===== src/rtl/program_loader.sv =====
// Program loader: assembles a little-endian byte stream into 32-bit words, writes them
// to instruction memory at consecutive addresses and releases the core once loaded.
module program_loader #(
    parameter int          MEM_WORDS = 1024,
    parameter logic [31:0] BASE_ADDR = 32'h0000_0000
) (
    input  logic                         clk_i,
    input  logic                         rst_ni,
    input  logic                         byte_valid_i,
    input  logic [7:0]                   byte_data_i,
    output logic                         byte_ready_o,
    output logic                         mem_we_o,
    output logic [31:0]                  mem_addr_o,
    output logic [31:0]                  mem_wdata_o,
    output logic                         core_rst_o,
    output logic                         done_o,
    output logic                         error_o,
    output logic [$clog2(MEM_WORDS):0]   words_loaded_o
);

    localparam int CW = $clog2(MEM_WORDS) + 1;

    typedef enum logic [2:0] {
        S_LEN,
        S_EVAL,
        S_DATA,
        S_WRITE,
        S_DONE,
        S_ERROR
    } state_t;

    state_t         state_q, state_d;
    logic [1:0]     byte_cnt_q;
    logic [31:0]    len_q;
    logic [23:0]    word_q;
    logic [31:0]    wdata_q;
    logic [CW-1:0]  idx_q;
    logic           ready_c;
    logic           accept;
    logic           last_byte;
    logic           last_word;

    assign accept    = byte_valid_i && byte_ready_o;
    assign last_byte = accept && (byte_cnt_q == 2'd3);
    assign last_word = ({{(32-CW){1'b0}}, idx_q} + 32'd1) == len_q;

    // NOTE: every output is decoded with a default first, so no path leaves a latch behind.
    always_comb begin
        state_d  = state_q;
        ready_c  = 1'b0;
        mem_we_o = 1'b0;
        case (state_q)
            S_LEN: begin
                ready_c = 1'b1;
                if (last_byte) state_d = S_EVAL;
            end
            S_EVAL: begin
                if (len_q == 32'd0)                 state_d = S_DONE;
                else if (len_q > 32'(MEM_WORDS))    state_d = S_ERROR;
                else                                state_d = S_DATA;
            end
            S_DATA: begin
                ready_c = 1'b1;
                if (last_byte) state_d = S_WRITE;
            end
            S_WRITE: begin
                mem_we_o = 1'b1;
                state_d  = last_word ? S_DONE : S_DATA;
            end
            S_DONE:  ;
            S_ERROR: ready_c = 1'b1;
            default: state_d = S_LEN;
        endcase
    end

    // Ready is held low while reset is asserted even though S_LEN itself is a ready state.
    assign byte_ready_o   = ready_c && rst_ni;
    assign mem_addr_o     = BASE_ADDR + {{(30-CW){1'b0}}, idx_q, 2'b00};
    assign mem_wdata_o    = wdata_q;
    assign core_rst_o     = (state_q != S_DONE);
    assign done_o         = (state_q == S_DONE);
    assign error_o        = (state_q == S_ERROR);
    assign words_loaded_o = idx_q;

    // NOTE: state uses non-blocking assignments so every register samples pre-edge values.
    always_ff @(posedge clk_i or negedge rst_ni) begin
        if (!rst_ni) begin
            state_q    <= S_LEN;
            byte_cnt_q <= 2'd0;
            len_q      <= 32'd0;
            word_q     <= 24'd0;
            wdata_q    <= 32'd0;
            idx_q      <= '0;
        end else begin
            state_q <= state_d;
            if (accept && (state_q == S_LEN || state_q == S_DATA))
                byte_cnt_q <= byte_cnt_q + 2'd1;
            if (accept && state_q == S_LEN)
                len_q <= {byte_data_i, len_q[31:8]};
            if (accept && state_q == S_DATA) begin
                word_q <= {byte_data_i, word_q[23:8]};
                if (byte_cnt_q == 2'd3) wdata_q <= {byte_data_i, word_q};
            end
            if (state_q == S_WRITE)
                idx_q <= idx_q + 1'b1;
        end
    end

endmodule

===== config.mk =====
export PLATFORM = sky130hd
export DESIGN_NAME = program_loader
export DESIGN_NICKNAME = d
export VERILOG_FILES = /design/src/rtl/program_loader.sv
export SDC_FILE = /design/constraint.sdc
export NUM_CORES = 1
export LEC_CHECK = 0
export CORE_MARGIN = 2
export CORE_UTILIZATION = 40
export CTS_CLUSTER_DIAMETER = 200
export DETAILED_ROUTE_END_ITERATION = 16
export GPL_TIMING_DRIVEN = 0
export PLACE_DENSITY = 0.67
export SYNTH_ARGS = -nofsm -noshare
export SYNTH_HDL_FRONTEND = slang
export SYNTH_SLANG_ARGS = --single-unit
export TNS_END_PERCENT = 5

===== constraint.sdc =====
create_clock -name clk_i -period 4.6 [get_ports clk_i]
set_input_delay 0.92 -clock clk_i [delete_from_list [all_inputs] [get_ports clk_i]]
set_output_delay 0.92 -clock clk_i [all_outputs]
set_load 0.02 [all_outputs]

---- Word level (Yosys, flattened, before mapping) ----
Index checks and enable logic that the tools add are counted.
word-level totals
  bits in registers ....................... 104
  input bits .............................. 11
  output and inout port bits .............. 80
  logic and storage cells ................. 42
operators by class
  add/subtract/negate cells ............... 3
  order comparisons ....................... 1
  equality and inequality tests ........... 10
  mux-type cells .......................... 8
  bitwise gates (word level) .............. 1
  reductions and logical operators ........ 13
operators by type and width
  cell                                                  number
  equality test 12 x 32 -> 1 bit                        1
  > comparator 32 x 11 -> 1 bit, second input constant  1
  logical NOT 32 bit                                    1
  two-way mux 3 bit                                     5
  case mux 3 bit (5 select lines)                       1
  adder 11 x 1 -> 12 bit, second input constant         1
  adder 11 x 1 -> 11 bit, second input constant         1
  equality test 3 x 2 -> 1 bit, second input constant   2
  equality test 3 bit, second input constant            2
  logical AND 1 bit                                     6
  inequality test 2 bit, second input constant          2
  equality test 3 x 1 -> 1 bit, second input constant   1
  logical NOT 3 bit                                     1
  inequality test 3 bit, second input constant          1
  AND reduction 3 bit                                   1
  OR reduction 3 bit                                    1
  adder 2 x 1 -> 2 bit, second input constant           1
  equality test 2 bit, second input constant            1
  two-way mux 1 bit                                     2
  AND reduction 2 bit                                   1
  OR reduction 2 bit                                    1
  logical OR 1 bit                                      1
  inverter 1 bit                                        1

---- Logic depth before layout (Yosys ltp) ----
Gate-level depths: netlist of the first run.
  depth in word-level cells ............... 8
  mapped depth ............................ 7
  depth with buffers taken out ............ 7

---- Worst setup path before layout of the first run ----
Ideal clock, no wire load.
  path type ............................... reg-to-output
  start ................................... register state_q[1]
  end ..................................... output byte_ready_o
  arrival time ............................ 1426 ps
  data required time ...................... 3680 ps
  path slack .............................. 2254 ps
  stages on the path, launching flop included .. 4
  path buffers ............................ 1
  path through ............................ dfrtp_1 > buf_6 > nor3b_1 > o21a_1
on the way
  cells in the longest elaborated chain, start to end .. 4
  elaborated cells between the ends (all ways) .. 6
  classes of those cells .................. eq/ne (2); mux (1); reduce/logical (3)
ends and longest elaborated chain
  item                                 RTL line  source
  start, declared                      32        state_t state_q, state_d;
  start signal, assigned               95        state_q <= state_d;
  equality test 3 bit                  -
  via error_o                          17        output logic error_o,
  OR reduction 3 bit (no source line)  -
  two-way mux 1 bit                    52        case (state_q)
  logical AND 1 bit                    77        assign byte_ready_o = ready_c && rst_ni;
  end, declared                        11        output logic byte_ready_o,
The timed path passes the listed nets, and every way through them passes these cells.

---- Final worst setup path of the first run ----
  start ................................... input rst_ni
  end ..................................... output byte_ready_o
on the way
  cells in the longest elaborated chain, start to end .. 1
ends and longest elaborated chain
  item               RTL line  source
  start, declared    8         input logic rst_ni,
  logical AND 1 bit  77
Every way passes these cells.

==> flow_metrics.tcl, run 1 <==
set metrics [dict create \
    status "complete, no violations" \
    critical_path_arrival_ps 2300 \
    finalSetupViolations 0 \
    dr.pass1.iters 4 \
    yosysTopAreaCell "dfrtp_1" \
    crit_start "rst_ni" \
    coreArea_um2 11500 \
    diodes 0 \
    fill_cells 1009 \
    worst_slew_pin_slew_ps 701 \
    die_x_um 112 \
    skew_ps 10.1 \
    multi_input_area_um2 1840 \
    synth_seq_cells 104 \
    maxSlewViolCount 0 \
    p_int_mw 1.36 \
    pre_cts_slack_ps 1340 \
    cts_resized 0 \
    regArea_um2 2600 \
    seqPwrFrac_pct 52.5 \
    fin_crit_sh_pct 70.0 \
    grt_max_degree 56 \
    core.rowCount 39 \
    wl_per_cell_um 14.3 \
    path_cells "buf_4 -> o21a_1 -> clkdlybuf4s50_1" \
    antenna_found_initial 0 \
    final_core_util_pct 52.0 \
    clockRootBuffer "clkbuf_16" \
    ys_types 43 \
    placed_area_um2 5670 \
    clk_pin_slew_ps 70 \
    ant_nets 0 \
    post_cts_buffers 0 \
    fin_tns_setup_ps 0 \
    ios 91 \
    peakVddDrop_mv 0.192 \
    grtUsageTotal_pct 14.5 \
    synth_cells 354 \
    synth_edf_count 0 \
    yosysSeqAreaShare_pct 55.3 \
    post-synth-top-count-cell "dfrtp_1" \
    postRouteWirelength_um 8610 \
    cp-start-kind "input pin" \
    path_class "input pin to output port" \
    synth_common_cells "dfrtp_1 (104), mux2_2 (89), buf_4 (35), nand2_1 (14), xor2_1 (14)" \
    comb_power_share_pct 3.5 \
    async_flop_share_pct 100 \
    die_y_um 112 \
    netlist_area_um2 4700 \
    cp.required_ps 3680 \
    static-leakage-power_nw 2.99 \
    fmax_ghz 0.311 \
    route.detailed.drc 0 \
    path_delay_family "buffers and inverters" \
    critPathBufInv 2 \
    avgSynthCellArea_um2 13.3 \
    grt_first_pass_wirelength_um 14700 \
    swShare_pct 21.6 \
    hpwlAfterDp_um 6360 \
    area_growth_pct 26.9 \
    grt_setup_unrepaired "false" \
    routed_via_density 4.86 \
    hold_class "register to register" \
    yosys_most_used_dff "dfrtp_1" \
    hold_viol_final 0 \
    gp_congestion 0.799 \
    insertion_delay_ps 340 \
    vias 2933 \
    r2r-start "words_loaded_o[0]" \
    overflow 0 \
    cellPowerDensity_nw_per_um2 292 \
    slowest_delay_ps 600 \
    holdCritStartpoint "byte_cnt_q[0]" \
    cts_buffers 9 \
    worst-path-max-fanout 55 \
    p_clk_share_pct 44.0 \
    drtIter0Drc 95 \
    cap_violations 0 \
    fin_crit_ps 3220 \
    die_area_um2 12600 \
    initial_utilization_pct 41.0 \
    synthTopCellsByArea "dfrtp_1 (55%), mux2_2 (21%), buf_4 (5.6%), xor2_1 (2.6%), xnor2_1 (2.0%)" \
    cts_tree "yes" \
    maxSlewHeadroom_pct 53.3 \
    ff2ff_setup_slack_ps 2190 \
    hold_slack_ps 499 \
    crit_slowest_cell "clkdlybuf4s50_1" \
    cp-end-kind "output port" \
    port_buffers 69 \
    cts_buffer_depth 2 \
    final.setup.worst_slack_ps 1380 \
    htree_levels 3 \
    p_sw_uw 376 \
    grt_pass1_vias 2865 \
    hold_buffers 0 \
    clock_sinks 104 \
    drive_gt1_share_pct 32.8 \
    synth.top_cell.area_share_pct 55.3 \
    fin_area_um2 5970 \
    nets 468 \
    ys_warn_count 0 \
]
## per-stage QoR
stage | power, mW | cells
global route | 1.80 | 603
finish | 1.74 | 603
detailed placement | 0.993 | 587
CTS | 1.75 | 603
floorplan | 0.961 | 374
global placement | 0.990 | 586
## power by group through the flow
stage	combinational, mW	clock, mW	sequential [mW]
final	0.0601	0.766	0.914
after global routing	0.0667	0.820	0.913
after CTS	0.0613	0.776	0.914
after detailed placement	0.0615	0	0.932
after global placement	0.0579	0	0.932
after floorplan	0.0288	0	0.932
## final cells by class
class                      instances  share of cell area (%)
buffer                            48                    5.49
clock buffer                      11                    3.90
clock inverter                     5                    1.07
inverter                           2                   0.126
multi-input combinational        220                    30.8
sequential                       104                    43.6
tap                              143                    3.00
timing repair buffer              70                    12.0
## cell usage in the layout, fill, tap and decap left out, types with 6 or more instances in the layout
cell,instances
clkbuf_16,9
buf_2,6
nand3_1,8
nor2_1,11
dfrtp_1,104
buf_4,36
xnor2_1,11
nor4_1,7
mux2_2,89
conb_1,21
xor2_1,14
clkdlybuf4s50_1,68
nand2_1,14
## state kept, by name, indices dropped and copies added, names as in the netlist
name and count:
words_loaded_o 11, state_q 3, mem_wdata_o 32, len_q 32
byte_cnt_q 2, word_q 24
## cell families (layout without fill, tap and decap cells)
kind of cell             Yosys count  in the layout  share of synthesized area (%)
multiplexers                      93             93                           22.2
adder cells (fa/ha/maj)            2              2                          0.532
XOR/XNOR                          25             25                           4.66
buffers and inverters             50            136                           7.13
AND/OR/NAND/NOR                   61             61                           7.26
AO/OA/AOI/OAI                     18             18                           2.77
flip-flops                       104            104                           55.3
other                              1             21                         0.0798
## path summary, 6_finish.rpt
check                                    end  depth (start not counted)
setup / recovery                byte_ready_o                          3
hold / removal                 byte_cnt_q[0]                          1
setup reg to reg                  state_q[1]                          7
hold reg to reg                byte_cnt_q[0]                          1
max in group asynchronous  words_loaded_o[6]                          2
min in group asynchronous     mem_wdata_o[6]                          1
## layer usage
metal | routed length (µm) | share of wire [%] | global-route usage, %
met1 | 3950 | 46 | 20.2
met2 | 4130 | 48 | 22.2
met4 | 136 | 1.6 | 5.93
met3 | 388 | 4.5 | 2.97
met5 | 0 | 0 | 0
Note: power is estimated with default switching activity, not from simulation.
==> run 2: changes to the inputs <==
- clock period: 4.6 -> 3.3 ns (I/O delays scaled with it)
==> results of run 2 <==
The final DEF is identical to that of run 1. Status: complete, no violations.
Among the figures that moved: setup slack after placement 1340 ps -> 559 ps; setup slack after layout 1380 ps -> 585 ps; hold slack 499 ps -> 361 ps; start point of the critical path rst_ni -> state_q[1]; end point of the critical path byte_ready_o -> mem_we_o; register-to-register setup slack 2190 ps -> 890 ps; total power 1.74 mW -> 2.43 mW; worst IR drop on VDD 0.192 mV -> 0.268 mV
==> run 3: changes to the inputs <==
- PLACE_DENSITY: 0.67 -> 0.7
- clock period: 3.3 -> 2.3 ns (I/O delays scaled with it)
==> run 3 against run 2 <==
The flow now finishes with violations (hold timing). Combinational power rose by 44%. Power is 44% higher. Critical path depth grew 3. Clock power is 44% higher. Global-route usage decreased by 0.31 points. Critical path type is now register to register. Critical endpoint is now state_q[1].
==> flow_metrics.tcl, run 3 (synthesized netlist as in run 1, its figures left out) <==
set metrics [dict create \
    grtUsageTotal_pct 14.2 \
    diodes 0 \
    maxSlewViolCount 0 \
    hold_class "input pin to asynchronous set/reset pin" \
    drtIter0Drc 96 \
    mostFrequentLayoutCell "dfrtp_1" \
    finalSetupViolations 0 \
    fin_crit_sh_pct 92.9 \
    cap_violations 0 \
    dr.pass1.iters 4 \
    hold_slack_ps -3.85 \
    rr_worst_depth 7 \
    htree_levels 3 \
    static-leakage-power_nw 3.05 \
    grt_setup_unrepaired "false" \
    coreArea_um2 11500 \
    crit_slowest_cell "dfrtp_2" \
    maxSlewHeadroom_pct 61.5 \
    gp_congestion 0.803 \
    area_growth_pct 28.1 \
    ios 91 \
    swShare_pct 21.7 \
    wl_per_cell_um 14.1 \
    fmax_ghz 0.468 \
    cp.required_ps 2510 \
    cts_buffers 9 \
    die_y_um 112 \
    slowest_delay_ps 490 \
    core.rowCount 39 \
    hpwlAfterDp_um 6300 \
    route.detailed.drc 0 \
    regArea_um2 2610 \
    comb_power_share_pct 3.5 \
    routed_via_density 4.87 \
    post_cts_buffers 0 \
    initial_utilization_pct 41.0 \
    ant_nets 0 \
    p_int_mw 2.73 \
    path_class "register to register" \
    p_clk_share_pct 44.2 \
    grt_first_pass_wirelength_um 14300 \
    status "finished, violations left" \
    hold_buffers 0 \
    cts_tree "yes" \
    cp-start-kind "register" \
    pre_cts_slack_ps -427 \
    path_delay_family "compound AO/OA/AOI/OAI gates" \
    clockRootBuffer "clkbuf_16" \
    nets 468 \
    die_x_um 112 \
    cp-end-kind "register" \
    final.setup.worst_slack_ps 163 \
    peakVddDrop_mv 0.366 \
    hold_viol_final 12 \
    critPathBufInv 0 \
    cellPowerDensity_nw_per_um2 580 \
    fill_cells 1008 \
    postRouteWirelength_um 8510 \
    placed_area_um2 5670 \
    skew_ps 7.95 \
    mostFrequentLayoutCells "dfrtp_1 (101), mux2_2 (89), clkdlybuf4s50_1 (63)" \
    violations "hold timing" \
    overflow 0 \
    fin_crit_ps 2140 \
    antenna_found_initial 0 \
    critical_path_arrival_ps 2350 \
    total_power_mw 3.49 \
    dp.cells 587 \
    multi_input_area_um2 1870 \
    vias 2938 \
    seqPwrFrac_pct 52.4 \
    path_cells "ha_4 -> nand2_1 -> nor2_2 -> mux2_2 -> o22a_1 -> o41ai_1 -> a21oi_1" \
    worst_slew_pin_slew_ps 578 \
    clk_pin_slew_ps 70 \
    insertion_delay_ps 350 \
    worst-path-max-fanout 8 \
    grt_pass1_vias 2854 \
    drive_gt1_share_pct 34.8 \
    final_cells 603 \
    clock_sinks 104 \
    cts_buffer_depth 2 \
    cts_resized 8 \
    grt_max_degree 63 \
    port_buffers 69 \
    fin_area_um2 6020 \
    die_area_um2 12600 \
    p_sw_uw 757 \
    path_depth 7 \
]
-- run 3: changes by cell type in the layout (fill, tap and decap cells not counted), moves of 2 or more --
| cell | delta |
|---|---|
| clkdlybuf4s50_1 | -5 |
| dfrtp_1 | -3 |
| dfrtp_2 | +3 |
| dlymetal6s2s_1 | +3 |
| dlygate4sd2_1 | +2 |
| nor2_1 | -2 |
-- run 3: power groups by stage --
stage               clock network [mW]  logic, mW  registers (mW)
CTS                               1.58      0.123            1.83
global route                      1.65      0.134            1.83
detailed placement                   0      0.122            1.86
global placement                     0      0.115            1.86
finish                            1.54      0.121            1.83
floorplan                            0     0.0576            1.86
-- run 3: final timing paths --
check	end	slack (ps)	from
setup / recovery	state_q[1]	160	words_loaded_o[0]
hold / removal	mem_wdata_o[13]	-4	rst_ni
setup reg to reg	state_q[1]	160	words_loaded_o[0]
hold reg to reg	byte_cnt_q[0]	500	byte_cnt_q[0]
max in group asynchronous	words_loaded_o[1]	1690	rst_ni
min in group clk_i	byte_cnt_q[0]	500	byte_cnt_q[0]
-- run 3: metal layers --
layer,GRT usage [%],part of all wire [%]
met4,5.53,1.8
met5,0,0
met2,22.7,49
met1,18.6,44
met3,3.51,4.9
-- run 3: worst reg2reg max path, delay by kind of cell (launching register included) --
kind / cells / cell delay, ps
multiplexers: 1 / 350
adder cells (fa/ha/maj): 1 / 190
flip-flops: 1 / 490
AO/OA/AOI/OAI: 3 / 700
AND/OR/NAND/NOR: 2 / 270
-- run 3: layout make-up --
type	instances	area share, %
timing repair buffer	70	12.1
tap	143	2.97
sequential	104	43.3
clock inverter	6	1.25
multi-input combinational	220	31.0
clock buffer	10	3.80
inverter	2	0.125
buffer	48	5.46
-- run 3: metrics by stage --
stage / util [%] / TNS, ps
2_1_floorplan: - / 0
3_3_place_gp: 49.2 / -647870
3_5_place_dp: 49.5 / -31920
4_1_cts: 52.2 / 0
5_1_grt: 52.5 / 0
6_report: 52.5 / 0
